`src/rtl/reg_dump_reader_if.sv`:
```
// Bus bundle for reg_dump_reader: dump control, core stall handshake,
// register-file read port and the word stream to the sink.
interface reg_dump_reader_if;
  logic        start;
  logic        busy;
  logic        done;
  logic        stall_req;
  logic        stall_ack;
  logic [4:0]  rf_rd_addr;
  logic [31:0] rf_rd_data;
  logic        rf_we_mon;
  logic        dump_valid;
  logic        dump_ready;
  logic [4:0]  dump_addr;
  logic [31:0] dump_data;
  logic        dump_last;

  modport master (
    input  start,
    input  stall_ack,
    input  rf_rd_data,
    input  rf_we_mon,
    input  dump_ready,
    output busy,
    output done,
    output stall_req,
    output rf_rd_addr,
    output dump_valid,
    output dump_addr,
    output dump_data,
    output dump_last
  );

  modport slave (
    output start,
    output stall_ack,
    output rf_rd_data,
    output rf_we_mon,
    output dump_ready,
    input  busy,
    input  done,
    input  stall_req,
    input  rf_rd_addr,
    input  dump_valid,
    input  dump_addr,
    input  dump_data,
    input  dump_last
  );
endinterface

```
`src/rtl/reg_dump_reader.sv`:
```
// Freezes the core, walks register-file indices FIRST_ADDR..LAST_ADDR through the
// rs1 read port and streams each word to a ready/valid sink. All outputs are registered.
module reg_dump_reader #(
  parameter int FIRST_ADDR = 0,
  parameter int LAST_ADDR  = 31
) (
  input  logic              clk,
  input  logic              rst,
  reg_dump_reader_if.master bus
);

  localparam logic [2:0] S_IDLE    = 3'd0;
  localparam logic [2:0] S_REQ     = 3'd1;
  localparam logic [2:0] S_ISSUE   = 3'd2;
  localparam logic [2:0] S_CAPTURE = 3'd3;
  localparam logic [2:0] S_SEND    = 3'd4;
  localparam logic [2:0] S_DONE    = 3'd5;

  localparam logic [4:0] FIRST_IDX = 5'(FIRST_ADDR);
  localparam logic [4:0] LAST_IDX  = 5'(LAST_ADDR);

  logic [2:0]  r_state;
  logic [2:0]  w_state_nxt;
  logic [4:0]  r_cnt;
  logic [4:0]  w_cnt_nxt;
  logic        w_capture;
  logic        w_stall_nxt;
  logic        w_rd_active_nxt;

  logic        r_stall_req;
  logic        r_busy;
  logic        r_done;
  logic [4:0]  r_rd_addr;
  logic        r_dump_valid;
  logic [4:0]  r_dump_addr;
  logic [31:0] r_dump_data;
  logic        r_dump_last;

  function automatic logic is_last(input logic [4:0] idx);
    return (idx == LAST_IDX);
  endfunction

  // Next-state and counter logic; a dropped stall_ack before capture restarts the read of the same index.
  always_comb begin
    w_state_nxt = r_state;
    w_cnt_nxt   = r_cnt;
    w_capture   = 1'b0;
    case (r_state)
      S_IDLE: begin
        if (bus.start) begin
          w_state_nxt = S_REQ;
          w_cnt_nxt   = FIRST_IDX;
        end else begin
          w_state_nxt = S_IDLE;
        end
      end
      S_REQ: begin
        if (bus.stall_ack) begin
          w_state_nxt = S_ISSUE;
        end else begin
          w_state_nxt = S_REQ;
        end
      end
      S_ISSUE: begin
        if (!bus.stall_ack) begin
          w_state_nxt = S_REQ;
        end else if (bus.rf_we_mon) begin
          w_state_nxt = S_ISSUE;
        end else begin
          w_state_nxt = S_CAPTURE;
        end
      end
      S_CAPTURE: begin
        if (!bus.stall_ack) begin
          w_state_nxt = S_REQ;
        end else begin
          w_state_nxt = S_SEND;
          w_capture   = 1'b1;
        end
      end
      S_SEND: begin
        if (!bus.dump_ready) begin
          w_state_nxt = S_SEND;
        end else if (is_last(r_cnt)) begin
          w_state_nxt = S_DONE;
        end else begin
          w_cnt_nxt   = r_cnt + 5'd1;
          // the held word is gone; the next read only starts once the core is frozen again
          w_state_nxt = bus.stall_ack ? S_ISSUE : S_REQ;
        end
      end
      S_DONE: begin
        w_state_nxt = S_IDLE;
      end
      default: begin
        w_state_nxt = S_IDLE;
      end
    endcase
  end

  // Decode of the upcoming state for the registered status outputs.
  always_comb begin
    w_stall_nxt     = 1'b0;
    w_rd_active_nxt = 1'b0;
    case (w_state_nxt)
      S_REQ:     w_stall_nxt = 1'b1;
      S_ISSUE: begin
        w_stall_nxt     = 1'b1;
        w_rd_active_nxt = 1'b1;
      end
      S_CAPTURE: begin
        w_stall_nxt     = 1'b1;
        w_rd_active_nxt = 1'b1;
      end
      S_SEND:    w_stall_nxt = 1'b1;
      default: begin
        w_stall_nxt     = 1'b0;
        w_rd_active_nxt = 1'b0;
      end
    endcase
  end

  // FSM state and index counter.
  always_ff @(posedge clk) begin
    if (!rst) begin
      r_state <= S_IDLE;
      r_cnt   <= FIRST_IDX;
    end else begin
      r_state <= w_state_nxt;
      r_cnt   <= w_cnt_nxt;
    end
  end

  // Registered control outputs, aligned with the state they describe.
  always_ff @(posedge clk) begin
    if (!rst) begin
      r_stall_req  <= 1'b0;
      r_busy       <= 1'b0;
      r_done       <= 1'b0;
      r_rd_addr    <= 5'd0;
      r_dump_valid <= 1'b0;
    end else begin
      r_stall_req  <= w_stall_nxt;
      r_busy       <= (w_state_nxt != S_IDLE);
      r_done       <= (w_state_nxt == S_DONE);
      r_rd_addr    <= w_rd_active_nxt ? w_cnt_nxt : 5'd0;
      r_dump_valid <= (w_state_nxt == S_SEND);
    end
  end

  // Output word: captured once per index and held untouched while the sink stalls.
  always_ff @(posedge clk) begin
    if (!rst) begin
      r_dump_addr <= 5'd0;
      r_dump_data <= 32'd0;
      r_dump_last <= 1'b0;
    end else begin
      if (w_capture) begin
        r_dump_addr <= r_cnt;
        r_dump_data <= bus.rf_rd_data;
      end else begin
        r_dump_addr <= r_dump_addr;
        r_dump_data <= r_dump_data;
      end
      r_dump_last <= (w_state_nxt == S_SEND) &&
                     is_last(w_capture ? r_cnt : r_dump_addr);
    end
  end

  assign bus.stall_req  = r_stall_req;
  assign bus.busy       = r_busy;
  assign bus.done       = r_done;
  assign bus.rf_rd_addr = r_rd_addr;
  assign bus.dump_valid = r_dump_valid;
  assign bus.dump_addr  = r_dump_addr;
  assign bus.dump_data  = r_dump_data;
  assign bus.dump_last  = r_dump_last;

endmodule

```
`src/flat_wrapper.sv`:
```
// flat-port wrapper written by rule: the top's interface ports become plain ports
module reg_dump_reader_flat 
#(
  parameter int FIRST_ADDR = 0,
  parameter int LAST_ADDR  = 31
)
  (clk, rst, bus_start, bus_stall_ack, bus_rf_rd_data, bus_rf_we_mon, bus_dump_ready, bus_busy, bus_done, bus_stall_req, bus_rf_rd_addr, bus_dump_valid, bus_dump_addr, bus_dump_data, bus_dump_last);
  reg_dump_reader_if bus_i ();
  input  logic clk;
  input  logic rst;
  input wire logic [$bits(bus_i.start)-1:0] bus_start;
  input wire logic [$bits(bus_i.stall_ack)-1:0] bus_stall_ack;
  input wire logic [$bits(bus_i.rf_rd_data)-1:0] bus_rf_rd_data;
  input wire logic [$bits(bus_i.rf_we_mon)-1:0] bus_rf_we_mon;
  input wire logic [$bits(bus_i.dump_ready)-1:0] bus_dump_ready;
  output wire logic [$bits(bus_i.busy)-1:0] bus_busy;
  output wire logic [$bits(bus_i.done)-1:0] bus_done;
  output wire logic [$bits(bus_i.stall_req)-1:0] bus_stall_req;
  output wire logic [$bits(bus_i.rf_rd_addr)-1:0] bus_rf_rd_addr;
  output wire logic [$bits(bus_i.dump_valid)-1:0] bus_dump_valid;
  output wire logic [$bits(bus_i.dump_addr)-1:0] bus_dump_addr;
  output wire logic [$bits(bus_i.dump_data)-1:0] bus_dump_data;
  output wire logic [$bits(bus_i.dump_last)-1:0] bus_dump_last;
  assign bus_i.start = bus_start;
  assign bus_i.stall_ack = bus_stall_ack;
  assign bus_i.rf_rd_data = bus_rf_rd_data;
  assign bus_i.rf_we_mon = bus_rf_we_mon;
  assign bus_i.dump_ready = bus_dump_ready;
  assign bus_busy = bus_i.busy;
  assign bus_done = bus_i.done;
  assign bus_stall_req = bus_i.stall_req;
  assign bus_rf_rd_addr = bus_i.rf_rd_addr;
  assign bus_dump_valid = bus_i.dump_valid;
  assign bus_dump_addr = bus_i.dump_addr;
  assign bus_dump_data = bus_i.dump_data;
  assign bus_dump_last = bus_i.dump_last;
  reg_dump_reader #(.FIRST_ADDR(FIRST_ADDR), .LAST_ADDR(LAST_ADDR)) u_core (.clk(clk), .rst(rst), .bus(bus_i));
endmodule
```
`config.mk`:
```
export PLATFORM = sky130hd
export DESIGN_NAME = reg_dump_reader_flat
export DESIGN_NICKNAME = d
export VERILOG_FILES = /design/src/rtl/reg_dump_reader_if.sv /design/src/rtl/reg_dump_reader.sv /design/src/flat_wrapper.sv
export SDC_FILE = /design/constraint.sdc
export NUM_CORES = 1
export LEC_CHECK = 0
export BUFFER_PORTS_ARGS = -buffer_cell sky130_fd_sc_hd__buf_2
export CAP_MARGIN = 15
export CELL_PAD_IN_SITES_DETAIL_PLACEMENT = 1
export CELL_PAD_IN_SITES_GLOBAL_PLACEMENT = 2
export CORE_UTILIZATION = 28
export DETAILED_ROUTE_END_ITERATION = 12
export GPL_TIMING_DRIVEN = 0
export PLACE_DENSITY_LB_ADDON = 0.1
export SYNTH_ARGS = -nofsm -noshare
export SYNTH_HDL_FRONTEND = slang
export SYNTH_SLANG_ARGS = --single-unit
```
`constraint.sdc`:
```
create_clock -name clk -period 4.2 [get_ports clk]
set_input_delay 1.26 -clock clk [delete_from_list [all_inputs] [get_ports clk]]
set_output_delay 1.26 -clock clk [all_outputs]
set_load 0.02 [all_outputs]
```
==> impl_metrics.toml, run 1 <==
[outcome]
status = "complete, no violations"

[setup_path]
critPathArrivalTime_ps = 2430
regToRegEndpoint = "u_core.r_cnt[1]"
r2r_cells = 5
crit_path_end_kind = "flip-flop"
cp-start-kind = "input pin"
r2r-start = "u_core.r_cnt[0]"
regToRegSetupSlack_ps = 2570
critical_path_required_ps = 4380
critPathMaxFanout = 10
path_class = "in -> reg"

[synthesis]
yosysTopAreaCell = "dfxtp_1"
synth_cells = 243
synth_edf_count = 0
ys_warn_count = 0
netlist.area_leader.share = 0.534
seq_area_frac_synth = 0.534
syn_area_mm2 = 0.00206
synth_area_leaders = "dfxtp_1, nand2_1, a21oi_1, buf_2, nor3_1"
synth.avg_cell_area_um2 = 8.49
synth_ff_type = "dfxtp_1"
synth-seq-cells = 55
ys_types = 38
ys_async_sr_fraction = 0
syn_nets = 282

[clocking]
ctsHoldBuffers = 0
clk_pin_slew_worst_paths_ps = 90
clockBufferDepth = 2
post_cts_buffers = 0
cts_tree = "yes"
cts-buffers-inserted = 5
h-tree-depth = 2
cts.repair.resized = 0
insertion_delay_ps = 310
clock-root-buffer = "clkbuf_8"
cts.sinks = 55

[sta]
fin_tns_setup_ps = 0
tightest_slew_ps = 479
hold_violations = 0
holdWs_ps = 455
rsz0062_at_grt = "no"
relSlewSlack = 0.680
fin_crit_ps = 2250
fin_crit_sh = 0.536
drv_slew = 0
fmax_mhz = 444
finClkSkew_ps = 8.02
fin_ws_ps = 1950
finalSetupViolCount = 0

[power]
powerDensity_mw_per_mm2 = 354
leakagePower_nw = 1.20
ir_drop_mv = 0.112

[drt]
dr_total_vias = 1932
viasPerCell = 4.48
routed_wl_um = 5520
drt-pass1-iter-count = 4
drt_iter0_markers = 31
antenna_left = 0
drc = 0
post_drt_wl_per_cell_um = 12.8

[floorplan]
ios = 85
rows = 30
die_h_um = 87.8
die_area_mm2 = 0.00771
coreArea_mm2 = 0.00694
start_util = 0.297
die_x_um = 87.8

[global_routing]
grtUsageTotal = 0.147
grt_overflow_total = 0
grt_pass1_wl_um = 8730
antenna_found_initial = 0
grt_max_degree = 17
grt_pass1_vias = 1803

[cells_and_area]
stdcell_area_mm2 = 0.00272
fin_cells = 431
n_antenna_cell = 0
n_fill_cell = 872
drive_gt1_frac = 0.334
area_growth_pct = 31.9
final_nets = 373

[worst_hold_path]
min_path_type = "reg -> reg"
hold_depth = 2
hold_path.startpoint = "u_core.bus.dump_data[12]"
holdPathEnd = "u_core.bus.dump_data[12]"

[placement]
hpwlAfterDp_um = 4090
place_congestion = 0.725
pre_cts_ws_ps = 1620
placed_cells = 423
io_buffers = 84
place_area_mm2 = 0.00260

[job]
maxCapViolCount = 0
[Yosys cell counts (all sizes together) (3+ instances only)]
cell	number
dfxtp	55
a41oi	3
o21ai	3
a211oi	4
nor2	6
inv	3
nor3	8
and3	3
clkbuf	4
a21oi	39
buf	12
nor2b	5
nand2	77
[through the flow]
stage	power, W	util
2_1_floorplan	0.000582	-
3_3_place_gp	0.000616	0.375
4_1_cts	0.000985	0.392
3_5_place_dp	0.000616	0.375
5_1_grt	0.00101	0.392
6_report	0.000963	0.392
[flip-flops by register name, summed over array words and instances (netlist names)]
| register | flops |
|---|---|
| u_core.bus.done | 1 |
| u_core.bus.stall_req | 1 |
| u_core.bus.dump_valid | 1 |
| u_core.bus.dump_addr | 5 |
| u_core.r_cnt | 5 |
| u_core.bus.rf_rd_addr | 5 |
| u_core.bus.busy | 1 |
| u_core.bus.dump_data | 32 |
| u_core.bus.dump_last | 1 |
| u_core.r_state | 3 |
[area by class of cell]
cell class | instances | area (µm²) | area share
sequential | 55 | 1100 | 0.405
multi-input combinational | 169 | 863 | 0.317
timing repair buffer | 84 | 420 | 0.155
tap | 96 | 120 | 0.0442
buffer | 16 | 86.3 | 0.0317
clock buffer | 6 | 82.6 | 0.0304
clock inverter | 2 | 35.0 | 0.0129
inverter | 3 | 11.3 | 0.00414
[routing by layer]
layer,routed length (µm),vias up,track usage
met2,2520,53,0.237
met5,0,-,0
met4,61,0,0.0402
li1,-,996,-
met1,2570,877,0.189
met3,362,6,0.0452
[kinds of logic after synthesis]
kind of cell               count (synthesis)  share of synthesized area
DFF                                       55                      0.534
AOI/OAI and AO/OA                         55                      0.157
adders and majority gates                  1                    0.00607
muxes                                      2                    0.00971
buffers and inverters                     19                     0.0473
and+or+nand+nor                          110                      0.242
xor gates and xnor gates                   1                    0.00425
[worst max path at each step]
stage,startpoint,depth (start not counted),to,slack (ps)
5_1_grt,bus_stall_ack,6,u_core.bus.dump_data[30],1840
2_1_floorplan,bus_stall_ack,6,u_core.bus.stall_req,1920
3_3_place_gp,bus_stall_ack,7,u_core.bus.stall_req,1620
3_5_place_dp,bus_stall_ack,6,u_core.bus.dump_data[3],1620
6_report,bus_stall_ack,6,u_core.bus.dump_data[30],1950
4_1_cts,bus_stall_ack,6,u_core.bus.dump_data[30],1930
[cell usage in the layout (no fill, tap or decap), drive strengths merged, types with 2 or more instances in the layout]
cell type	netlist	routed
inv	3	3
buf	12	96
nor2	6	6
a211oi	4	4
a41oi	3	3
nor2b	5	5
nand3	2	2
nand4	2	2
nor3	8	8
a21oi	39	39
dfxtp	55	55
clkbuf	4	10
mux2i	2	2
nor4b	2	2
and3	3	3
o21ai	3	3
nand2	77	77
[report_power, final]
| part | total [W] | switching, W | internal (W) | leakage (nW) |
|---|---|---|---|---|
| clock network | 0.000361 | 0.000168 | 0.000193 | 0.0612 |
| logic | 0.0000727 | 0.0000426 | 0.0000300 | 0.696 |
| registers | 0.000529 | 0.00000192 | 0.000527 | 0.444 |
| total | 0.000963 | 0.000213 | 0.000751 | 1.20 |
[critical path, stage by stage]
cell	delay, ps
buf_2	120
nor2b_2	170
nand3_1	370
buf_2	340
nand2_1	100
a21oi_1	60
Note: power is estimated with default switching activity, not from simulation.
==> run 2: changes to the inputs <==
Settings changed: CORE_UTILIZATION 28 to 26.
Clock period 4.2 ns to 2.3 ns, I/O delays scaled along.
==> impl_metrics.toml, run 2 (synthesized netlist as in run 1, its figures left out) <==
[floorplan]
die_h_um = 91.1
coreArea_mm2 = 0.00769
die_area_mm2 = 0.00829
start_util = 0.268
rows = 32
die_x_um = 91.1
ios = 85

[power]
seq_power_share = 0.559
leakagePower_nw = 1.19
totalPowerFinal_w = 0.00173
powerDensity_mw_per_mm2 = 638
p_clk_frac = 0.363
swShare = 0.226
p_int_w = 0.00134
ir_drop_mv = 0.259
switchingPower_w = 0.000392
pwr-share-comb = 0.078

[sta]
finalSetupViolCount = 0
rsz0062_at_grt = "no"
tightest_slew_ps = 512
fin_tns_setup_ps = 0
relSlewSlack = 0.659
holdWs_ps = 456
fin_crit_ps = 1690
hold_violations = 0
fmax_mhz = 592
fin_crit_sh = 0.734
finClkSkew_ps = 7.60
drv_slew = 0

[global_routing]
antenna_found_initial = 0
grt_max_degree = 16
grtUsageTotal = 0.140
grt_pass1_wl_um = 9180
grt_pass1_vias = 1900
grt_overflow_total = 0

[clocking]
h-tree-depth = 2
cts.sinks = 55
post_cts_buffers = 0
cts-buffers-inserted = 5
cts_tree = "yes"
clock-root-buffer = "clkbuf_8"
clockBufferDepth = 2
insertion_delay_ps = 310
cts.repair.resized = 0
ctsHoldBuffers = 0
clk_pin_slew_worst_paths_ps = 100

[cells_and_area]
final_nets = 373
n_fill_cell = 997
largest_register_ffs = 32
layout_commonest_cell = "buf_2"
final_core_util = 0.353
final_cell_mix = "buf_2, nand2_1, dfxtp_1"
n_antenna_cell = 0
area_growth_pct = 31.6
drive_gt1_frac = 0.329

[drt]
drc = 0
dr_total_vias = 1968
antenna_left = 0
routed_wl_um = 5640
drt_iter0_markers = 30
viasPerCell = 4.51
post_drt_wl_per_cell_um = 12.9
drt-pass1-iter-count = 4

[setup_path]
cp-start-kind = "input pin"
crit_path_end_kind = "flip-flop"
critical_path_required_ps = 2490
critPathMaxFanout = 10
critPathArrivalTime_ps = 1870
path_class = "in -> reg"
regToRegSetupSlack_ps = 650

[outcome]
status = "complete, no violations"

[placement]
io_buffers = 84
place_congestion = 0.717
hpwlAfterDp_um = 4080

[job]
maxCapViolCount = 0

[worst_hold_path]
min_path_type = "reg -> reg"
-- run 2: cell type report --
class	count	area, µm²	area share
inverter	3	11.3	0.00415
sequential	55	1100	0.406
timing repair buffer	84	420	0.155
clock inverter	1	30.0	0.0111
buffer	16	86.3	0.0318
multi-input combinational	169	863	0.318
clock buffer	6	72.6	0.0268
tap	102	128	0.0470
-- run 2: worst max-delay path, cell delays in order --
cell and delay, ps:
buf_2 130, nor2b_2 160, and3_1 170, buf_2 160, buf_6 150, nor4b_1 340, nor3_1 70
-- run 2: power by group through the flow --
| stage | clock network, W | logic, W | registers [W] |
|---|---|---|---|
| 4_1_cts | 0.000667 | 0.000137 | 0.000967 |
| 6_report | 0.000628 | 0.000135 | 0.000967 |
| 3_3_place_gp | 0 | 0.000136 | 0.000989 |
| 3_5_place_dp | 0 | 0.000137 | 0.000989 |
| 2_1_floorplan | 0 | 0.0000621 | 0.00100 |
| 5_1_grt | 0.000696 | 0.000150 | 0.000968 |
-- run 2: stage by stage --
| stage | setup WS [ps] | instance area, µm² | cells |
|---|---|---|---|
| after floorplan | 591 | 2060 | 243 |
| after global placement | 270 | 2610 | 429 |
| after detailed placement | 256 | 2610 | 429 |
| after CTS | 595 | 2710 | 436 |
| after global routing | 489 | 2710 | 436 |
| final | 612 | 2710 | 436 |
-- run 2: routing by layer --
| layer | part of all wire | track usage | up-vias |
|---|---|---|---|
| li1 | - | - | 995 |
| met2 | 0.45 | 0.237 | 50 |
| met1 | 0.49 | 0.176 | 916 |
| met5 | 0 | 0 | - |
| met3 | 0.047 | 0.0310 | 7 |
| met4 | 0.012 | 0.0437 | 0 |
-- run 2: final timing paths --
path                            depth (start not counted)                startpoint                        to
worst max-delay path                                    7             bus_stall_ack      u_core.bus.stall_req
worst min-delay path                                    2  u_core.bus.dump_data[12]  u_core.bus.dump_data[12]
worst max register to register                          5           u_core.r_cnt[0]  u_core.bus.rf_rd_addr[0]
worst min register to register                          2  u_core.bus.dump_data[12]  u_core.bus.dump_data[12]
